[src/rtl/seq_alu.sv]
// Handshaked execute-stage ALU: single-cycle logic/arith/shift ops plus an
// iterative shift-add multiplier that holds ready_o low while it runs.
module seq_alu #(
  parameter int WIDTH    = 32,
  parameter int MUL_STEP = 1
) (
  input  logic             clk_i,
  input  logic             rst_i,
  input  logic             valid_i,
  output logic             ready_o,
  input  logic [WIDTH-1:0] data1_i,
  input  logic [WIDTH-1:0] data2_i,
  input  logic [3:0]       ALUCtrl_i,
  input  logic             abort_i,
  output logic             valid_o,
  output logic [WIDTH-1:0] data_o,
  output logic             zero_o,
  output logic             illegal_o
);

  localparam int MUL_ITER = WIDTH / MUL_STEP;
  localparam int SHW      = $clog2(WIDTH);
  localparam int CNT_W    = (MUL_ITER > 1) ? $clog2(MUL_ITER) : 1;

  localparam logic [3:0] OP_AND  = 4'b0000;
  localparam logic [3:0] OP_XOR  = 4'b0001;
  localparam logic [3:0] OP_SLL  = 4'b0010;
  localparam logic [3:0] OP_ADD  = 4'b0011;
  localparam logic [3:0] OP_SUB  = 4'b0100;
  localparam logic [3:0] OP_MUL  = 4'b0101;
  localparam logic [3:0] OP_ADDI = 4'b0110;
  localparam logic [3:0] OP_SRAI = 4'b0111;
  localparam logic [3:0] OP_LW   = 4'b1000;
  localparam logic [3:0] OP_SW   = 4'b1001;
  localparam logic [3:0] OP_BEQ  = 4'b1010;

  typedef enum logic {S_IDLE, S_MUL} state_t;

  state_t                    state;
  logic                      ready_q;
  logic                      valid_q;
  logic                      illegal_q;
  logic [WIDTH-1:0]          data_q;
  logic                      zero_q;
  logic signed [WIDTH-1:0]   acc_p1;
  logic [WIDTH-1:0]          mcand_p1;
  logic [WIDTH-1:0]          mplier_p1;
  logic [CNT_W-1:0]          cnt;

  logic [WIDTH-1:0]          alu_res;
  logic signed [WIDTH-1:0]   acc_sum;

  function automatic logic [WIDTH-1:0] alu_result(input logic [3:0] op,
                                                  input logic [WIDTH-1:0] a,
                                                  input logic [WIDTH-1:0] b);
    logic [SHW-1:0] sh;
    sh = b[SHW-1:0];
    case (op)
      OP_AND:                         alu_result = a & b;
      OP_XOR:                         alu_result = a ^ b;
      OP_SLL:                         alu_result = a << sh;
      OP_ADD, OP_ADDI, OP_LW, OP_SW:  alu_result = a + b;
      OP_SUB, OP_BEQ:                 alu_result = a - b;
      OP_SRAI:                        alu_result = $unsigned($signed(a) >>> sh);
      default:                        alu_result = '0;
    endcase
  endfunction

  function automatic logic is_illegal(input logic [3:0] op);
    is_illegal = (op > OP_BEQ);
  endfunction

  // Partial product of the multiplicand with the next MUL_STEP multiplier bits.
  function automatic logic signed [WIDTH-1:0] mul_partial(input logic [WIDTH-1:0] mc,
                                                          input logic [MUL_STEP-1:0] bits);
    logic [WIDTH-1:0] p;
    p = '0;
    for (int i = 0; i < MUL_STEP; i++) begin
      if (bits[i]) p = p + (mc << i);
    end
    mul_partial = $signed(p);
  endfunction

  assign alu_res = alu_result(ALUCtrl_i, data1_i, data2_i);
  assign acc_sum = acc_p1 + mul_partial(mcand_p1, mplier_p1[MUL_STEP-1:0]);

  always_ff @(posedge clk_i or posedge rst_i) begin
    if (rst_i) begin
      state     <= S_IDLE;
      ready_q   <= 1'b1;
      valid_q   <= 1'b0;
      illegal_q <= 1'b0;
      data_q    <= '0;
      zero_q    <= 1'b1;
      acc_p1    <= '0;
      mcand_p1  <= '0;
      mplier_p1 <= '0;
      cnt       <= '0;
    end else begin
      valid_q   <= 1'b0;
      illegal_q <= 1'b0;
      case (state)
        S_IDLE: begin
          if (valid_i) begin
            if (ALUCtrl_i == OP_MUL) begin
              acc_p1    <= '0;
              mcand_p1  <= data1_i;
              mplier_p1 <= data2_i;
              cnt       <= CNT_W'(MUL_ITER - 1);
              state     <= S_MUL;
              ready_q   <= 1'b0;
            end else begin
              data_q    <= alu_res;
              zero_q    <= (alu_res == '0);
              valid_q   <= 1'b1;
              illegal_q <= is_illegal(ALUCtrl_i);
            end
          end
        end
        S_MUL: begin
          // Abort wins over completion; the previous result stays visible.
          if (abort_i) begin
            state   <= S_IDLE;
            ready_q <= 1'b1;
          end else begin
            acc_p1    <= acc_sum;
            mcand_p1  <= mcand_p1 << MUL_STEP;
            mplier_p1 <= mplier_p1 >> MUL_STEP;
            if (cnt == '0) begin
              data_q  <= $unsigned(acc_sum);
              zero_q  <= (acc_sum == '0);
              valid_q <= 1'b1;
              state   <= S_IDLE;
              ready_q <= 1'b1;
            end else begin
              cnt <= cnt - 1'b1;
            end
          end
        end
        default: begin
          state   <= S_IDLE;
          ready_q <= 1'b1;
        end
      endcase
    end
  end

  assign ready_o   = ready_q;
  assign valid_o   = valid_q;
  assign data_o    = data_q;
  assign zero_o    = zero_q;
  assign illegal_o = illegal_q;

endmodule

[config.mk]
export PLATFORM = sky130hd
export DESIGN_NAME = seq_alu
export DESIGN_NICKNAME = d
export VERILOG_FILES = /design/src/rtl/seq_alu.sv
export SDC_FILE = /design/constraint.sdc
export NUM_CORES = 1
export LEC_CHECK = 0
export BUFFER_PORTS_ARGS = -buffer_cell sky130_fd_sc_hd__buf_2
export CAP_MARGIN = 30
export CORE_MARGIN = 2
export CORE_UTILIZATION = 50
export DETAILED_ROUTE_END_ITERATION = 12
export GPL_TIMING_DRIVEN = 0
export PLACE_DENSITY_LB_ADDON = 0.12
export SYNTH_ARGS = -nofsm -noshare
export SYNTH_HDL_FRONTEND = slang
export SYNTH_SLANG_ARGS = --single-unit
[constraint.sdc]
create_clock -name clk_i -period 4.4 [get_ports clk_i]
set_input_delay 0.22 -clock clk_i [delete_from_list [all_inputs] [get_ports clk_i]]
set_output_delay 0.22 -clock clk_i [all_outputs]
set_load 0.05 [all_outputs]
# After elaboration in Yosys (flattened, before gate mapping)
# Index checks and enable logic that the tools add are counted.
dict set report word_totals {
  in_bits 72
  out_inout_bits 36
  regBits 138
}
dict set report op_classes {
  n_lt_le_gt_ge 1
  n_eq_ne 17
  n_reduce_logical 10
  mux 47
  n_shift 2
  bitwise 3
  add_sub_neg 4
}
# op count
set op_table {}
lappend op_table {{$mux W32} 14}
lappend op_table {{$pmux W32 S2} 4}
lappend op_table {{$pmux W32 S6} 1}
lappend op_table {{$add A32 B32 Y32} 2}
lappend op_table {{$logic_not A32 Y1} 2}
lappend op_table {{$and A32 B32 Y32} 1}
lappend op_table {{$shl A32 B5 Y32} 1}
lappend op_table {{$sshr A32 B5 Y32} 1}
lappend op_table {{$sub A32 B32 Y32} 1}
lappend op_table {{$xor A32 B32 Y32} 1}
lappend op_table {{$mux W5} 4}
lappend op_table {{$mux W1} 19}
lappend op_table {{$eq A4 B3 Y1 const B} 4}
lappend op_table {{$eq A4 B4 Y1 const B} 3}
lappend op_table {{$ne A2 B2 Y1 const B} 5}
lappend op_table {{$pmux W5 S2} 1}
lappend op_table {{$eq A4 B2 Y1 const B} 2}
lappend op_table {{$pmux W1 S2} 4}
lappend op_table {{$reduce_and A4 Y1} 2}
lappend op_table {{$reduce_and A3 Y1} 2}
lappend op_table {{$logic_not A5 Y1} 1}
lappend op_table {{$sub A5 B1 Y5 const B} 1}
lappend op_table {{$eq A4 B1 Y1 const B} 1}
lappend op_table {{$gt A4 B4 Y1 const B} 1}
lappend op_table {{6 further kinds} 6}

# Depth between registers and ports, before layout
dict set report depth {
  word_depth 7
  ltp_mapped 27
  ltp_nobuf 22
}

# Worst setup path after synthesis
# No wires, ideal clock.
dict set report synth_timing {
  kind {input port to flip-flop}
  startpoint {input port data2_i[1]}
  endpoint {register zero_q (netlist: zero_o)}
  arrival_ps 4901
  setup_ps 82
  slack_ps -582
  required_time_ps 4318
  path_stages 24
  path_buffers 4
  path_cell_list {clkinv_1 -> buf_2 -> clkbuf_1 -> buf_1 -> ha_1 -> nand3_1 -> nor3_1 -> nand2_1 -> or2_2 -> o21ai_0 -> xor2_1 -> ha_1 -> clkbuf_1 -> nand4_1 -> or3_1 -> or2_0 -> o21ba_2 -> nor2b_1 -> or4_1 -> nand3_1 -> nand4b_1 -> nand2b_1 -> nor3_2 -> a211o_1}
}
dict set report synth_between {
  elab_chain_len 6
  elab_cells_between_ends 11
  cone_classes {add/sub (2); shift (2); mux (4); bitwise (2); reduce/logical (1)}
}
# item line
set synth_rtl {}
lappend synth_rtl {{start: declaration} 12} ;# input logic [WIDTH-1:0] data2_i,
lappend synth_rtl {{$sub A32 B32 Y32, or another cell as far along} 63} ;# OP_SUB, OP_BEQ: alu_result = a - b;
lappend synth_rtl {{$pmux W32 S6 (*)} 58} ;# case (op)
lappend synth_rtl {{$logic_not A32 Y1 (*)} 114} ;# zero_q <= (alu_res == '0);
lappend synth_rtl {{$mux W1 (*)} 105} ;# if (ALUCtrl_i == OP_MUL) begin
lappend synth_rtl {{$mux W1 (*)} 104} ;# if (valid_i) begin
lappend synth_rtl {{$pmux W1 S2 (*)} 102} ;# case (state)
lappend synth_rtl {{end signal: assignment} 114}
lappend synth_rtl {{end signal: assignment} 131} ;# zero_q <= (acc_sum == '0);
lappend synth_rtl {{end: declaration} 44} ;# logic zero_q;
# Mark *: on every way between the ends. The rest lies on a longest branch, timed or not. The select of a mux whose other input is x is not followed.
# A chain may end at the register's enable or synchronous reset.

# Final worst setup path
dict set report layout_timing {
  startpoint {input port data2_i[2]}
  endpoint {register zero_q (netlist: zero_o)}
}
# Same word-level chain as after synthesis.

==> metrics.txt <==
# TYPE chip_impl_metric gauge
chip_impl_info{name="run_status",value="complete, no violations"} 1
chip_impl_metric{name="avgRoutedWirePerCell",unit="um"} 29.63
chip_impl_metric{name="grt_start_max_net_pins",unit=""} 73
chip_impl_metric{name="tritoncts_num_sinks",unit=""} 138
chip_impl_info{name="critical_path.reg2reg.startpoint",value="mplier_p1[0]"} 1
chip_impl_metric{name="clk_latency",unit="ns"} 0.45
chip_impl_metric{name="max_slew.worst_pin.slew",unit="ns"} 1.190
chip_impl_metric{name="dr.pass1.iters",unit=""} 6
chip_impl_metric{name="hpwlAfterDp",unit="um"} 55240
chip_impl_metric{name="synthArstFlopShare",unit="%"} 100.0
chip_impl_metric{name="timing.final.crit_period",unit="ns"} 4.356
chip_impl_info{name="worstSetupEndpointType",value="flop"} 1
chip_impl_metric{name="routed-via-count",unit=""} 16480
chip_impl_metric{name="final_hold_slack",unit="ns"} 0.07685
chip_impl_metric{name="min_delay_path_depth",unit=""} 3
chip_impl_metric{name="finish.utilization",unit="%"} 57.93
chip_impl_metric{name="dr.first_iter.drc_count",unit=""} 2013
chip_impl_metric{name="num-nets-final",unit=""} 2136
chip_impl_metric{name="grt_pass1_wl",unit="um"} 103100
chip_impl_metric{name="grt-ovfl-total",unit=""} 0
chip_impl_metric{name="layout-drive-gt1-share",unit="%"} 19.68
chip_impl_metric{name="cts.htree.levels",unit=""} 4
chip_impl_metric{name="dieArea",unit="um^2"} 32540
chip_impl_metric{name="synth_seq_area_share",unit="%"} 22.22
chip_impl_metric{name="fill_cell_count",unit=""} 2821
chip_impl_metric{name="groute.usage.overall",unit="%"} 42.57
chip_impl_metric{name="count_of_input_and_output_buffers",unit=""} 107
chip_impl_info{name="rr_endpoint",value="zero_o"} 1
chip_impl_info{name="critical_path.startpoint_type",value="input pin"} 1
chip_impl_metric{name="regToRegSetupSlack",unit="ns"} 0.09
chip_impl_info{name="hold-path-endpoint",value="illegal_o"} 1
chip_impl_metric{name="via_per_inst",unit=""} 6.941
chip_impl_metric{name="reg2reg_depth",unit=""} 17
chip_impl_metric{name="worstPathRequired",unit="ns"} 4.79
chip_impl_metric{name="synth_cell_types",unit=""} 100
chip_impl_metric{name="vias_in_the_first_global_route",unit=""} 15860
chip_impl_metric{name="synth_enable_flop_cells",unit=""} 0
chip_impl_info{name="synth_flop_cell",value="sky130_fd_sc_hd__dfrtp_1"} 1
chip_impl_metric{name="report.final.slew_viol_count",unit=""} 0
chip_impl_metric{name="place_congestion",unit=""} 1.106
chip_impl_metric{name="ys_ff_latch",unit=""} 138
chip_impl_metric{name="drcViolationCount",unit=""} 0
chip_impl_metric{name="ant_nets",unit=""} 0
chip_impl_metric{name="static_leakage",unit="nW"} 7.682
chip_impl_metric{name="initial_core_util",unit="%"} 50.85
chip_impl_metric{name="syn-instance-count",unit=""} 1834
chip_impl_info{name="worst_hold_path_type",value="input pin to flop"} 1
chip_impl_info{name="rsz0062_at_grt",value="true"} 1
chip_impl_metric{name="setup_violations",unit=""} 0
chip_impl_metric{name="antenna_found_initial",unit=""} 1
chip_impl_metric{name="clk_pin_slew_worst_paths",unit="ns"} 0.06
chip_impl_metric{name="syn-num-nets",unit=""} 2006
chip_impl_metric{name="p_per_area",unit="nW/um^2"} 349.6
chip_impl_metric{name="die-width",unit="um"} 180.4
chip_impl_metric{name="synth.avg_cell_area",unit="um^2"} 8.481
chip_impl_info{name="cts_tree",value="yes"} 1
chip_impl_metric{name="post-layout-total-power",unit="W"} 0.006194
chip_impl_metric{name="finalHoldViolCount",unit=""} 0
chip_impl_metric{name="max-clock-path-buffers",unit=""} 2
chip_impl_metric{name="die-height",unit="um"} 180.4
chip_impl_metric{name="finalWirelength",unit="um"} 70340
chip_impl_metric{name="synthToLayoutAreaGrowth",unit="%"} 13.92
chip_impl_info{name="hold_start",value="valid_i"} 1
chip_impl_metric{name="tritoncts.num_buffers",unit=""} 17
chip_impl_metric{name="final.setup_skew",unit="ns"} 0.01418
chip_impl_info{name="critPathKind",value="input pin to flop"} 1
chip_impl_metric{name="maxCapViolations",unit=""} 0
chip_impl_metric{name="yosys_warnings",unit=""} 0
chip_impl_info{name="ctsRootBufferMaster",value="sky130_fd_sc_hd__clkbuf_16"} 1
chip_impl_metric{name="timing.critical_path.arrival",unit="ns"} 4.75
chip_impl_metric{name="layout_worst_path_cycle_share",unit="%"} 99.01
chip_impl_metric{name="post_synth_instance_area",unit="um^2"} 15550
chip_impl_metric{name="fp.coreArea",unit="um^2"} 30590
chip_impl_metric{name="floorplan.io_pins",unit=""} 108
chip_impl_metric{name="relSlewSlack",unit="%"} 20.49
chip_impl_metric{name="fmax",unit="MHz"} 229.6
chip_impl_metric{name="cp_max_fo",unit=""} 10
chip_impl_metric{name="placement_rows",unit=""} 64
chip_impl_metric{name="max-vdd-ir-drop",unit="mV"} 0.2769
-- registers in the layout, indices dropped and copies added (netlist names) --
register and count:
illegal_o 1, data_o 32, mcand_p1 32, cnt 5, acc_p1 32, state 1
mplier_p1 32, zero_o 1, valid_o 1, ready_o 1
-- worst max-delay path by stage --
| stage | start | end | slack (ns) | depth (start not counted) |
|---|---|---|---|---|
| 2_1_floorplan | data2_i[0] | zero_o | 0.003 | 25 |
| 3_3_place_gp | ALUCtrl_i[0] | zero_o | -2.38 | 23 |
| 3_5_place_dp | ALUCtrl_i[0] | zero_o | -2.08 | 24 |
| 4_1_cts | data2_i[0] | zero_o | 0.002 | 24 |
| 5_1_grt | data2_i[0] | zero_o | -0.07 | 23 |
| 6_report | data2_i[2] | zero_o | 0.04 | 18 |
-- layer usage --
layer,global-route usage (%),routed length (um)
met5,0,17
met4,28.29,5620
met3,13.40,7472
met2,64.82,30520
met1,51.73,26710
-- stage by stage --
stage	instance area, um^2	setup TNS (ns)	worst slack (ns)	std cells
global route	17720	-0.06623	-0.06623	2373
detailed placement	16700	-41.96	-2.077	2344
floorplan	15610	0	0.003412	1834
global placement	16640	-181.08	-2.378	2337
CTS	17470	0	0.002385	2370
finish	17720	0	0.04366	2374
-- cell families (layout without fill, tap and decap cells) --
logic type	after synthesis	in the layout	share of synthesized area, %
AO/OA/AOI/OAI	564	564	23.47
AND/OR/NAND/NOR	533	533	16.59
multiplexers	263	263	20.83
buffers and inverters	157	300	4.295
flip-flops	138	138	22.22
adder cells (fa/ha/maj)	100	100	8.140
XOR/XNOR	79	79	4.448
other	0	1	0
-- synth_stat cells, types with 10 or more instances --
cell	number	area, um^2
sky130_fd_sc_hd__mux4_2	40	900.9
sky130_fd_sc_hd__o221ai_1	12	105.1
sky130_fd_sc_hd__o211ai_1	17	127.6
sky130_fd_sc_hd__nand2b_1	20	125.1
sky130_fd_sc_hd__and2_1	34	212.7
sky130_fd_sc_hd__o21ai_0	163	815.8
sky130_fd_sc_hd__nor2_1	145	544.3
sky130_fd_sc_hd__nand4_1	10	62.56
sky130_fd_sc_hd__dfrtp_1	136	3403
sky130_fd_sc_hd__nor2b_1	11	68.82
sky130_fd_sc_hd__mux2i_1	155	1551
sky130_fd_sc_hd__a21o_1	31	232.7
sky130_fd_sc_hd__buf_1	13	48.80
sky130_fd_sc_hd__a21oi_1	131	655.6
sky130_fd_sc_hd__o22ai_1	21	131.4
sky130_fd_sc_hd__mux2_1	10	112.6
sky130_fd_sc_hd__nor3_1	26	130.1
sky130_fd_sc_hd__buf_2	22	110.1
sky130_fd_sc_hd__o21ai_1	12	60.06
sky130_fd_sc_hd__nand2_1	195	732.0
sky130_fd_sc_hd__xor2_1	29	254.0
sky130_fd_sc_hd__mux2_2	52	585.6
sky130_fd_sc_hd__ha_1	98	1226
sky130_fd_sc_hd__a22o_1	18	157.7
sky130_fd_sc_hd__xnor2_1	50	437.9
sky130_fd_sc_hd__nand3_1	22	110.1
sky130_fd_sc_hd__a211oi_1	18	135.1
sky130_fd_sc_hd__inv_1	27	101.4
sky130_fd_sc_hd__clkbuf_1	82	307.8
sky130_fd_sc_hd__a31oi_1	17	106.4
-- power by group --
part / switching [W] / total [W] / internal (W)
Clock: 0.000593 / 0.00133 / 0.000739
Sequential: 0.000215 / 0.00180 / 0.00159
Combinational: 0.00200 / 0.00306 / 0.00106
-- layout by cell type, fill, tap and decap left out, drive strengths merged, types with 10 or more instances in the layout --
cell    netlist  layout
inv          31      34
mux4         40      40
o22ai        21      21
o221ai       13      13
nor3         28      28
a31oi        18      18
mux2i       155     155
nor2        145     145
o21ai       178     178
xor2         29      29
a21oi       133     133
nand4        10      10
mux2         68      68
nor4         10      10
o211ai       17      17
nand2b       20      20
and2         34      34
nor2b        11      11
nand3        22      22
nand2       195     195
a22o         19      19
ha           98      98
clkbuf       83      94
a211oi       18      18
and3         10      10
dfrtp       136     136
xnor2        50      50
a21o         31      31
buf          41     160
-- final cells by class --
type	count	area (um^2)	area share [%]
clock inverters	12	91.34	0.5155
diodes	1	2.502	0.01412
plain buffers	108	570.5	3.220
inverters	33	145.1	0.8191
well taps	396	495.5	2.796
flip-flops and latches	138	3457	19.51
repair buffers	127	696.9	3.933
multi-input cells	1539	11810	66.67
clock buffers	20	446.7	2.521
-- worst max-delay path: stages --
cell                       delay (ns)
sky130_fd_sc_hd__buf_2           0.13
sky130_fd_sc_hd__clkbuf_4        0.28
sky130_fd_sc_hd__buf_2           0.31
sky130_fd_sc_hd__clkbuf_2        0.35
sky130_fd_sc_hd__clkbuf_4        0.37
sky130_fd_sc_hd__xnor2_1         0.11
sky130_fd_sc_hd__ha_1            0.31
sky130_fd_sc_hd__nand2b_1        0.13
sky130_fd_sc_hd__nand3_1         0.12
sky130_fd_sc_hd__o221ai_1        0.14
sky130_fd_sc_hd__a211oi_1        0.90
sky130_fd_sc_hd__nor4b_2         0.33
sky130_fd_sc_hd__nand4_1         0.13
sky130_fd_sc_hd__and4bb_1        0.37
sky130_fd_sc_hd__nand4b_1        0.10
sky130_fd_sc_hd__nand2b_1        0.20
sky130_fd_sc_hd__nor3_2          0.11
sky130_fd_sc_hd__a211o_1         0.11
-- repair_timing --
action | CTS | global route
hold buffers | 1 | 0
buffers inserted | 5 | 7
endpoints found under the hold margin | 64 | 0
gates resized for setup | 64 | 58
endpoints found under the setup margin | 32 | 8
pin swaps | 6 | 12
Power figures use the tool's default switching activity.
